$ cat src/rtl/spi_pkg.sv
// Shared types for the SPI master shift engine.
//   spi_state_t : engine FSM states
//   spi_mode_t  : SPI clock mode pair {cpol, cpha}
package spi_pkg;

  typedef enum logic [1:0] {
    IDLE  = 2'd0,
    LEAD  = 2'd1,
    XFER  = 2'd2,
    TRAIL = 2'd3
  } spi_state_t;

  typedef struct packed {
    logic cpol;
    logic cpha;
  } spi_mode_t;

endpackage

$ cat src/rtl/spi_bit_shifter.sv
// TX/RX shift register pair for the SPI shift engine.
//   clk, rst_n  : clock, async active-low reset
//   load        : capture tx_data and set up mosi for the latched mode
//   load_mode   : mode presented with load (only cpha is used)
//   tx_data     : word to send, MSB first
//   shift_tx    : put the next TX bit on mosi
//   sample_rx   : shift miso into rx_word (LSB in)
//   miso        : serial input
//   mosi        : serial output (registered)
//   rx_word     : receive shift register contents
module spi_bit_shifter
  import spi_pkg::*;
#(
  parameter int DATA_W = 8
) (
  input  logic              clk,
  input  logic              rst_n,
  input  logic              load,
  input  spi_mode_t         load_mode,
  input  logic [DATA_W-1:0] tx_data,
  input  logic              shift_tx,
  input  logic              sample_rx,
  input  logic              miso,
  output logic              mosi,
  output logic [DATA_W-1:0] rx_word
);

  // Holds the bits that have not yet been put on mosi, next one at the MSB.
  logic [DATA_W-1:0] tx_sreg;

  always_ff @(posedge clk or negedge rst_n) begin
    if (!rst_n) begin
      tx_sreg <= '0;
      rx_word <= '0;
      mosi    <= 1'b0;
    end else if (load) begin
      if (load_mode.cpha) begin
        // MSB goes out on the first leading edge.
        tx_sreg <= tx_data;
        mosi    <= 1'b0;
      end else begin
        // MSB must be valid before the first edge, so present it now.
        tx_sreg <= {tx_data[DATA_W-2:0], 1'b0};
        mosi    <= tx_data[DATA_W-1];
      end
    end else begin
      if (shift_tx) begin
        mosi    <= tx_sreg[DATA_W-1];
        tx_sreg <= {tx_sreg[DATA_W-2:0], 1'b0};
      end
      if (sample_rx) begin
        rx_word <= {rx_word[DATA_W-2:0], miso};
      end
    end
  end

endmodule

$ cat src/rtl/spi_shift_engine.sv
// SPI master shift engine: one DATA_W-bit word per transfer, all four
// CPOL/CPHA modes, paced by an external half-period tick generator.
//   clk, rst_n : clock, async active-low reset
//   tick       : half-SCLK-period strobe (honoured only while tick_en)
//   tick_en    : enable to the tick generator, high while not IDLE
//   start      : transfer request, sampled in IDLE only
//   tx_data    : word to send, latched on accepted start
//   cpol, cpha : SPI mode; cpol tracked while IDLE, cpha latched on start
//   rx_data    : last received word, updated in the done cycle
//   busy, done : status; done is a one-cycle completion pulse
//   sclk, mosi, miso, cs_n : SPI pins
//
// state | meaning
// IDLE  | cs_n high, sclk = cpol_q, waiting for start
// LEAD  | cs_n low, one half period of CS setup before the first edge
// XFER  | 2*DATA_W sclk edges, shifting mosi and sampling miso
// TRAIL | one half period of CS hold, then done
module spi_shift_engine
  import spi_pkg::*;
#(
  parameter int DATA_W = 8
) (
  input  logic              clk,
  input  logic              rst_n,
  input  logic              tick,
  output logic              tick_en,
  input  logic              start,
  input  logic [DATA_W-1:0] tx_data,
  input  logic              cpol,
  input  logic              cpha,
  output logic [DATA_W-1:0] rx_data,
  output logic              busy,
  output logic              done,
  output logic              sclk,
  output logic              mosi,
  input  logic              miso,
  output logic              cs_n
);

  localparam int            EW        = $clog2(2 * DATA_W);
  localparam logic [EW-1:0] LAST_EDGE = EW'(2 * DATA_W - 1);

  spi_state_t        state;
  spi_mode_t         mode_q;
  spi_mode_t         load_mode;
  logic [EW-1:0]     edge_cnt;
  logic [DATA_W-1:0] rx_word;
  logic              tick_ok;
  logic              accept;
  logic              xfer_tick;
  logic              lead_edge;
  logic              last_edge;
  logic              shift_tx;
  logic              sample_rx;

  assign tick_ok   = tick & tick_en;
  assign accept    = (state == IDLE) & start;
  assign xfer_tick = (state == XFER) & tick_ok;
  assign lead_edge = ~edge_cnt[0];
  assign last_edge = (edge_cnt == LAST_EDGE);
  assign load_mode = '{cpol: cpol, cpha: cpha};

  // CPHA=0 samples on leading edges and shifts on trailing ones (holding on
  // the final trailing edge); CPHA=1 is the other way round.
  assign shift_tx  = xfer_tick & (mode_q.cpha ? lead_edge : (~lead_edge & ~last_edge));
  assign sample_rx = xfer_tick & (mode_q.cpha ? ~lead_edge : lead_edge);

  always_ff @(posedge clk or negedge rst_n) begin
    if (!rst_n) begin
      state    <= IDLE;
      mode_q   <= '0;
      edge_cnt <= '0;
      sclk     <= 1'b0;
      cs_n     <= 1'b1;
      busy     <= 1'b0;
      done     <= 1'b0;
      rx_data  <= '0;
      tick_en  <= 1'b0;
    end else begin
      done <= 1'b0;
      case (state)
        IDLE: begin
          // sclk follows the same value as cpol_q so both settle together.
          mode_q.cpol <= cpol;
          sclk        <= cpol;
          if (start) begin
            state       <= LEAD;
            mode_q.cpha <= cpha;
            edge_cnt    <= '0;
            cs_n        <= 1'b0;
            busy        <= 1'b1;
            tick_en     <= 1'b1;
          end
        end
        LEAD: begin
          if (tick_ok) state <= XFER;
        end
        XFER: begin
          if (tick_ok) begin
            if (last_edge) begin
              state    <= TRAIL;
              edge_cnt <= '0;
              sclk     <= mode_q.cpol;
            end else begin
              edge_cnt <= edge_cnt + EW'(1);
              sclk     <= ~sclk;
            end
          end
        end
        TRAIL: begin
          if (tick_ok) begin
            state   <= IDLE;
            cs_n    <= 1'b1;
            busy    <= 1'b0;
            done    <= 1'b1;
            tick_en <= 1'b0;
            rx_data <= rx_word;
          end
        end
        default: state <= IDLE;
      endcase
    end
  end

  spi_bit_shifter #(
    .DATA_W (DATA_W)
  ) u_shifter (
    .clk       (clk),
    .rst_n     (rst_n),
    .load      (accept),
    .load_mode (load_mode),
    .tx_data   (tx_data),
    .shift_tx  (shift_tx),
    .sample_rx (sample_rx),
    .miso      (miso),
    .mosi      (mosi),
    .rx_word   (rx_word)
  );

endmodule
$ cat config.mk
export PLATFORM = sky130hd
export DESIGN_NAME = spi_shift_engine
export DESIGN_NICKNAME = d
export VERILOG_FILES = /design/src/rtl/spi_pkg.sv /design/src/rtl/spi_bit_shifter.sv /design/src/rtl/spi_shift_engine.sv
export SDC_FILE = /design/constraint.sdc
export NUM_CORES = 1
export LEC_CHECK = 0
export ABC_AREA = 0
export CORE_UTILIZATION = 57
export DETAILED_ROUTE_END_ITERATION = 6
export GPL_TIMING_DRIVEN = 0
export HOLD_SLACK_MARGIN = 0.15
export PLACE_DENSITY = 0.84
export SETUP_SLACK_MARGIN = 0.05
export SYNTH_ARGS = -nofsm -noshare
export SYNTH_HDL_FRONTEND = slang
export SYNTH_SLANG_ARGS = --single-unit
$ cat constraint.sdc
create_clock -name clk -period 2.5 [get_ports clk]
set_input_delay 0.5 -clock clk [delete_from_list [all_inputs] [get_ports clk]]
set_output_delay 0.5 -clock clk [all_outputs]
set_load 0.01 [all_outputs]
== Word-level counts from Yosys, hierarchy flattened ==
Cells that the tools add are included.
W data, S select, Z words.

* Register bits after elaboration: 37
* Input bits: 15
* Output and inout port bits: 14
* Word-level logic and storage cells: 72

* $add $sub $neg: 1
* Bitwise gates (word level): 10
* Mux-type cells: 29
* Equality and inequality tests: 9
* Reduce and logical (&&, ||, !) cells: 11

{| class="wikitable"
|+ Operators with widths
! operator !! number
|-
| $mux W8 || 3
|-
| $mux W1 || 13
|-
| $mux W4 || 3
|-
| $mux W2 || 5
|-
| $ne A2 B2 Y1 const B || 5
|-
| $pmux W2 S4 || 1
|-
| $pmux W4 S2 || 1
|-
| $reduce_and A2 Y1 || 4
|-
| $and A1 B1 Y1 || 6
|-
| $pmux W1 S2 || 3
|-
| $reduce_and A3 Y1 || 2
|-
| $reduce_bool A2 Y1 || 3
|-
| $reduce_and A5 Y1 || 1
|-
| $add A4 B1 Y4 const B || 1
|-
| $eq A2 B2 Y1 const B || 2
|-
| $eq A4 B4 Y1 const B || 1
|-
| $not A1 Y1 || 4
|-
| $eq A2 B1 Y1 const B || 1
|-
| $logic_not A2 Y1 || 1
|}

== Depth between registers and ports, before layout ==
* Depth after elaboration: 7
* Depth in mapped cells: 7
* Mapped depth without buffers: 6

== Modules after synthesis ==
Synthesis repeated with hierarchy kept, for this count alone.

* Cell total of the unflattened synthesis: 156
* Area total of the unflattened synthesis: 1880.6 µm²

{| class="wikitable"
|+ By module, submodules not included
! module !! times used !! area an instance (µm²) !! cells each !! seq. area each (µm²)
|-
| spi_shift_engine || 1 || 1048.5 || 99 || 501.7
|-
| spi_bit_shifter || 1 || 832.0 || 57 || 425.4
|}

== Worst setup path after synthesis ==
OpenSTA, ideal clock, no wires.

* Kind: register to register
* From: reg state[0]
* To: reg state[1]
* Required time: 2375 ps
* Stages on the path, launching flop included: 6
* Library setup time: 125 ps
* Period minus slack after synthesis: 1671 ps
* Path buffers: 0
* Path slack: 829 ps
* Data arrival time: 1546 ps
* Path through: dfrtp_1 -> inv_1 -> ha_1 -> o31a_1 -> nor3_1 -> mux2_2

* Word-level cells in the longest chain between the ends: 3
* Elaborated cells between the ends (all ways): 11
* Those cells by class: eq/ne (8); mux (1); reduce/logical (2)

{| class="wikitable"
|+ RTL lines
! item !! line !! text
|-
| start, declared || spi_shift_engine.sv:43 || <nowiki>spi_state_t state;</nowiki>
|-
| start signal, assigned || spi_shift_engine.sv:70 || <nowiki>state <= IDLE;</nowiki>
|-
| start signal, assigned || spi_shift_engine.sv:87 || <nowiki>state <= LEAD;</nowiki>
|-
| start signal, assigned || spi_shift_engine.sv:96 || <nowiki>if (tick_ok) state <= XFER;</nowiki>
|-
| $eq A2 B2 Y1 (tied with other cells) || spi_shift_engine.sv:81 || <nowiki>case (state)</nowiki>
|-
| $ne A2 B2 Y1 (no source line) || - ||
|-
| $reduce_and A5 Y1 (no source line) || - ||
|}

Several ways; a longest one is shown, not always the timed one.
A chain may end at the register's enable or synchronous reset.

==> run summary <==
outcome: complete, no violations
asr flop ratio synth: 100%
fin. max-slew vios: 0
synth unique cells: 39
wire per inst: 14.5 um
post-route worst setup slack: 0.514 ns
share of the synthesized area in the top cell type: 49.9%
DRC viols: 0
most frequent cells in the layout: dfrtp_1, clkdlybuf4s50_1, mux2_2
leakage: 0.949 nW
FP Rows: 20
cell taking the most area after synthesis: dfrtp_1
# diodes: 0
CP Data Required Time: 2.00 ns
total number of yosys warnings: 0
synthesis-to-layout area growth: 21.9%
Post-Syn Instances: 154
CTS Hold Buffers Added: 0
core footprint: 3030 sq um
first-pass GRT wire length: 5770 um
Port Buffer Count: 28
CTS max path bufs: 2
register area share after synthesis: 51.4%
syn_nets: 174
synthesized area: 1800 sq um
Synth Register Bits: 37
clock-pin slew on the worst setup and hold paths: 0.11 ns
final hold violation count: 0
Final TNS setup: 0 ns
CTS H-tree depth: 2
Max transition margin: 46.1%
Layout Skew: 0.00327 ns
Crit Path Class: reg2out
Setup crit start kind: register
antenna violation net count after detailed routing: 0
All-Layer GR Usage: 23.1%
total CTS buffers: 5
root buf cell: clkbuf_4
Starting Density: 59.6%
Clock Sinks: 37
TritonCTS clock tree: built
Tmin final: 1.99 ns
Synth Flop Type: dfrtp_1
Detailed Route WL: 3380 um
via/cell ratio: 5.48
via count: 1283
number of fill cells in the layout: 217
GP Congestion: 0.781
DRT Pass-1 Iters: 4
post-cts resize count: 0
placed insts: 226
Critical Path Fanout Max: 8
DR iter-0 viols: 37
Peak Freq: 503 MHz
PwrDens: 1080 nW/um^2
final setup vio count: 0
Core Util, Final: 72.6%
final-stage net count: 209
Critical Path AT: 1.49 ns
critical path capture point type: output pin
Place WS: 0.398 ns
largest net degree at the start of global routing: 38
# Post-CTS Setup Buffers: 0
vias in the first global route: 1306
worst reg2reg setup slack: 0.66 ns
Worst-Margin Slew: 0.808 ns
commonest non-fill, non-tap cell in the layout: dfrtp_1
die area: 3390 sq um
half-perimeter wire length after placement: 2450 um
Post-synth EDFFs: 0
Syn Area/Cell: 11.7 sq um
period utilization: 79.5%
Die H: 58.3 um
Die W: 58.3 um
Synth area leaders: dfrtp_1, mux2_2, mux2i_1
antenna violations before repair: 0
Clock Latency Late Sink: 0.35 ns
Overflow after GRT: 0
Max-Cap Viols: 0
peak supply drop: 553 uV
Non-Filler Instances: 234
fraction of layout cells with a size suffix above 1: 20.5%
hold crit path type: in2async
RSZ-0062 raised after global routing: false
io pins: 29
==> area by class of cell <==
type | instances | area (sq um) | share of cell area, %
clock buffer | 6 | 51.3 | 2.33
timing repair buffer | 28 | 275 | 12.5
inverter | 9 | 33.8 | 1.54
tap | 44 | 55.1 | 2.50
multi-input combinational | 101 | 801 | 36.4
buffer | 7 | 42.5 | 1.93
clock inverter | 2 | 13.8 | 0.626
sequential | 37 | 927 | 42.2
==> worst paths after layout <==
check                         start              to  cells after the start
min                           rst_n  u_shifter.mosi                      1
max reg2reg                state[0]        state[1]                      6
max                            busy         tick_en                      2
min reg2reg                    cs_n            cs_n                      1
min in group clk               cs_n            cs_n                      1
max in group asynchronous     rst_n       mode_q[1]                      1
==> metal layers <==
layer / vias to the layer above / routed length [um] / global-route usage, %
met4: 0 / 44 / 7.48
met3: 6 / 113 / 7.37
met2: 21 / 1770 / 39.7
li1: 619 / - / -
met5: - / 0 / 0
met1: 637 / 1460 / 27.4
==> critical path, stage by stage, from the launching register on <==
cell and delay [ns]:
dfrtp_1 0.47, buf_4 0.14, clkdlybuf4s50_1 0.52
==> stage by stage <==
stage / cell area (sq um) / hold slack [ns] / power (W)
floorplan: 1800 / 0.204 / 0.00169
global placement: 2140 / 0.491 / 0.00197
detailed placement: 2130 / 0.497 / 0.00204
CTS: 2200 / 0.247 / 0.00239
global route: 2200 / 0.289 / 0.00254
finish: 2200 / 0.231 / 0.00237
==> sequential cells by signal, indices dropped and copies added, names as in the netlist <==
signal and count:
sclk 1, cs_n 1, u_shifter.mosi 1, done 1, u_shifter.tx_sreg 8, busy 1
edge_cnt 4, rx_data 8, u_shifter.rx_word 8, state 2, mode_q 2
==> kinds of logic (layout without fill, tap and decap cells) <==
family          Yosys count  count (layout)  share of synthesized area (%)
flops                    37              37                           51.4
simple gates             37              37                           12.1
compound gates           31              31                           12.1
mux                      27              27                           16.2
buf+inv                  16              52                           4.23
fa+ha+maj                 5               5                           3.47
xor+xnor                  1               1                          0.486
==> Yosys cell counts, types with 2 or more instances <==
master and number:
nor2_1 2, nor3_1 2, nand3_1 5, ha_1 5
mux2_2 18, o21ai_0 5, a21oi_1 9, nor2b_1 7
clkbuf_1 3, nand2_1 8, mux2i_1 9, nand4_1 2
buf_4 2, and2_1 3, inv_1 9, dfrtp_1 36
a211oi_1 7
==> where the power goes <==
group,internal (W),switching [W]
Sequential,0.000839,0.000175
Combinational,0.000531,0.000490
Clock,0.000137,0.000200
Total,0.00151,0.000865
Note: power is estimated with default switching activity, not from simulation.
==> RTL change (config.mk and constraints unchanged) <==
Register the input `tx_data` before use, without a reset. The logic sees it one clock later. The other inputs are not delayed to match.
--- a/src/rtl/spi_shift_engine.sv
+++ b/src/rtl/spi_shift_engine.sv
@@ -39,6 +39,12 @@
 
   localparam int            EW        = $clog2(2 * DATA_W);
   localparam logic [EW-1:0] LAST_EDGE = EW'(2 * DATA_W - 1);
+
+  logic [DATA_W-1:0] tx_data_q;
+
+  always_ff @(posedge clk) begin
+    tx_data_q <= tx_data;
+  end
 
   spi_state_t        state;
   spi_mode_t         mode_q;
@@ -129,7 +135,7 @@
     .rst_n     (rst_n),
     .load      (accept),
     .load_mode (load_mode),
-    .tx_data   (tx_data),
+    .tx_data   (tx_data_q),
     .shift_tx  (shift_tx),
     .sample_rx (sample_rx),
     .miso      (miso),
Formal check against the unedited RTL: not equivalent (Yosys sat finds a counterexample within 4 cycles, from zero or initial values and one cycle with rst_n low).
==> RTL change against the unedited design <==
Worst setup slack about the same. Clock power increased by 69%. Critical endpoint is now u_shifter.tx_sreg[0]. Synthesized area up 17%. Cell area increased by 16%. Cell count grew 6.8%. Core utilization is 1.4 points higher. Fmax about the same. Worst hold slack better by 0.068 ns. Total power increased by 26%. Wire length grew 24%. Sequential power rose by 15%. Register-to-register slack worse by 0.15 ns. Highest routed layer unchanged. Sequential cell count rose by 8.
==> RTL change: results (changes against the unedited design) <==
| Metric | Value |
|---|---|
| Top Metal Used | `met4` |
| Slew @ Worst Pin | `0.843 ns (+0.0348 ns)` |
| Top FF cell, synth | `dfrtp_1` |
| First-pass GRT wire length | `7400 um (+28%)` |
| Routed wl met2 | `2160 um (+22%)` |
| Skew final | `0.00808 ns (+0.00482 ns)` |
| Area after detailed placement | `0.00243 mm^2 (+14%)` |
| WL met3 | `137 um (+21%)` |
| IR drop worst, VDD | `0.611 mV (+10%)` |
| Cts repair resizes | `0 (unchanged)` |
| Drt pass-1 iters | `4 (unchanged)` |
| Worst R2R Start | `state[0]` |
| GPL Wtd Cong | `0.771 (-1.3%)` |
| Nets | `223 (+6.7%)` |
| Vias in the first global route | `1635 (+25%)` |
| Synth cell types | `47 (+21%)` |
| Total Wirelength | `4190 um (+24%)` |
| CTS clk-pin slew, worst paths | `0.09 ns (-0.02 ns)` |
| Non-Filler Instances | `250 (+6.8%)` |
| First DRT Iteration DRCs | `140 (+280%)` |
| IO buf count | `26 (-7.1%)` |
| CTS root buffer | `clkbuf_8` |
| Worst Reg-to-Reg Cells | `6 (unchanged)` |
| YS warnings | `0 (unchanged)` |
| GRT Util Overall | `24.2% (+1.2 points)` |
| Antenna violations before repair | `0 (unchanged)` |
| # diodes | `0 (unchanged)` |
| Cells after DPL | `242 (+7.1%)` |
| Worst-Skew Late Latency | `0.30 ns (-0.05 ns)` |
| Max incr delay on CP | `0.46 ns (-0.06 ns)` |
| R2R Path End | `u_shifter.tx_sreg[0]` |
| Arrival @ worst endpoint | `2.16 ns (+0.67 ns)` |
| Sink Count | `45 (+22%)` |
| Total CTS buffers | `5 (unchanged)` |
| Synth Instances | `170 (+10%)` |
| Critical path fanouts, max | `10 (+2)` |
| CP max stage cell | `o311ai_0` |
| Post-Syn Nets | `190 (+9.2%)` |
| Hpwl dp | `2940 um (+20%)` |
| Routed via count | `1467 (+14%)` |
| Fin util | `74.0% (+1.4 points)` |
| Largest net degree at the start of global routing | `38 (unchanged)` |
| Post-CTS Setup Bufs | `0 (unchanged)` |
| Filler instances | `254 (+17%)` |
| Top cells by area, synth | `dfrtp_1 43%, mux2_2 8.5%, dfxtp_1 7.6%` |
| R2R setup slack | `0.51 ns (-0.15 ns)` |
| Pleak | `1.10 nW (+16%)` |
| Top cells by count, synth | `36 x dfrtp_1, 16 x mux2_2` |
| Htree depth | `2 (unchanged)` |
| Status | `complete, no violations` |
| Clock tree buffer depth | `2 (unchanged)` |
| Sequential element share of the synthesized area | `51.4% (about the same)` |
| Met1 WL | `1850 um (+27%)` |
| Layout cells sized above 1 | `23.0% (+2.5 points)` |
| Hold Path Class | `primary input to async pin` |
| Asr flop ratio synth | `82.2% (-18 points)` |
-- RTL change: cell count changes in the layout (fill, tap and decap cells not counted), moves of 3 or more --
cell,change
a211oi_1,-6
a21oi_1,-8
a22oi_1,+7
a41oi_1,+8
buf_2,+5
clkbuf_4,-5
clkbuf_8,+4
dfxtp_1,+8
inv_1,-4
nor2b_1,-6
o21ai_0,+3
o31ai_1,+8
-- RTL change: worst max-delay path: cells and delay by family (launching register included) --
family,cells,cell delay (ns)
simple gates,2,0.45
compound gates,1,0.46
flops,1,0.42
buf+inv,2,0.34
fa+ha+maj,1,0.19
-- RTL change: layer usage --
metal | vias up | global-route usage, %
met4 | 0 | 8.43
met3 | 4 | 7.66
met1 | 727 | 31.2
li1 | 706 | -
met2 | 30 | 38.4
met5 | - | 0
-- RTL change: area by class of cell --
class                           count  area share [%]
Sequential cell                    45            42.7
Multi-Input combinational cell    107            36.7
Timing Repair Buffer               26            10.0
Buffer                             12            2.80
Clock buffer                        5            2.70
Tap cell                           46            2.26
Clock inverter                      3            1.96
Inverter                            6           0.884
-- RTL change: where the power goes --
| group | total (mW) | switching [mW] | internal (mW) |
|---|---|---|---|
| logic | 1.26 | 0.627 | 0.635 |
| clock network | 0.568 | 0.261 | 0.306 |
| registers | 1.16 | 0.185 | 0.976 |
-- RTL change: metrics by stage --
| step | setup slack, ns | power (mW) | hold slack [ns] |
|---|---|---|---|
| finish | 0.514 | 2.99 | 0.299 |
| floorplan | 0.906 | 2.03 | 0.204 |
| CTS | 0.506 | 3.01 | 0.321 |
| global placement | 0.153 | 2.34 | 0.453 |
| global route | 0.240 | 3.20 | 0.369 |
| detailed placement | 0.382 | 2.43 | 0.463 |
-- RTL change: how the worst max path moves through the flow --
stage | start | to
after floorplan | state[0] | state[1]
after global placement | rst_n | rx_data[0]
after detailed placement | start | u_shifter.tx_sreg[5]
after CTS | state[0] | u_shifter.tx_sreg[0]
after global routing | state[0] | u_shifter.tx_sreg[0]
final | state[0] | u_shifter.tx_sreg[0]
-- RTL change: logic make-up after synthesis --
group | synth area share, %
DFF | 51.4
AOI/OAI and AO/OA | 16.3
and+or+nand+nor | 9.17
muxes | 13.7
buffers and inverters | 4.44
adders and majority gates | 2.96
xor gates and xnor gates | 2.07
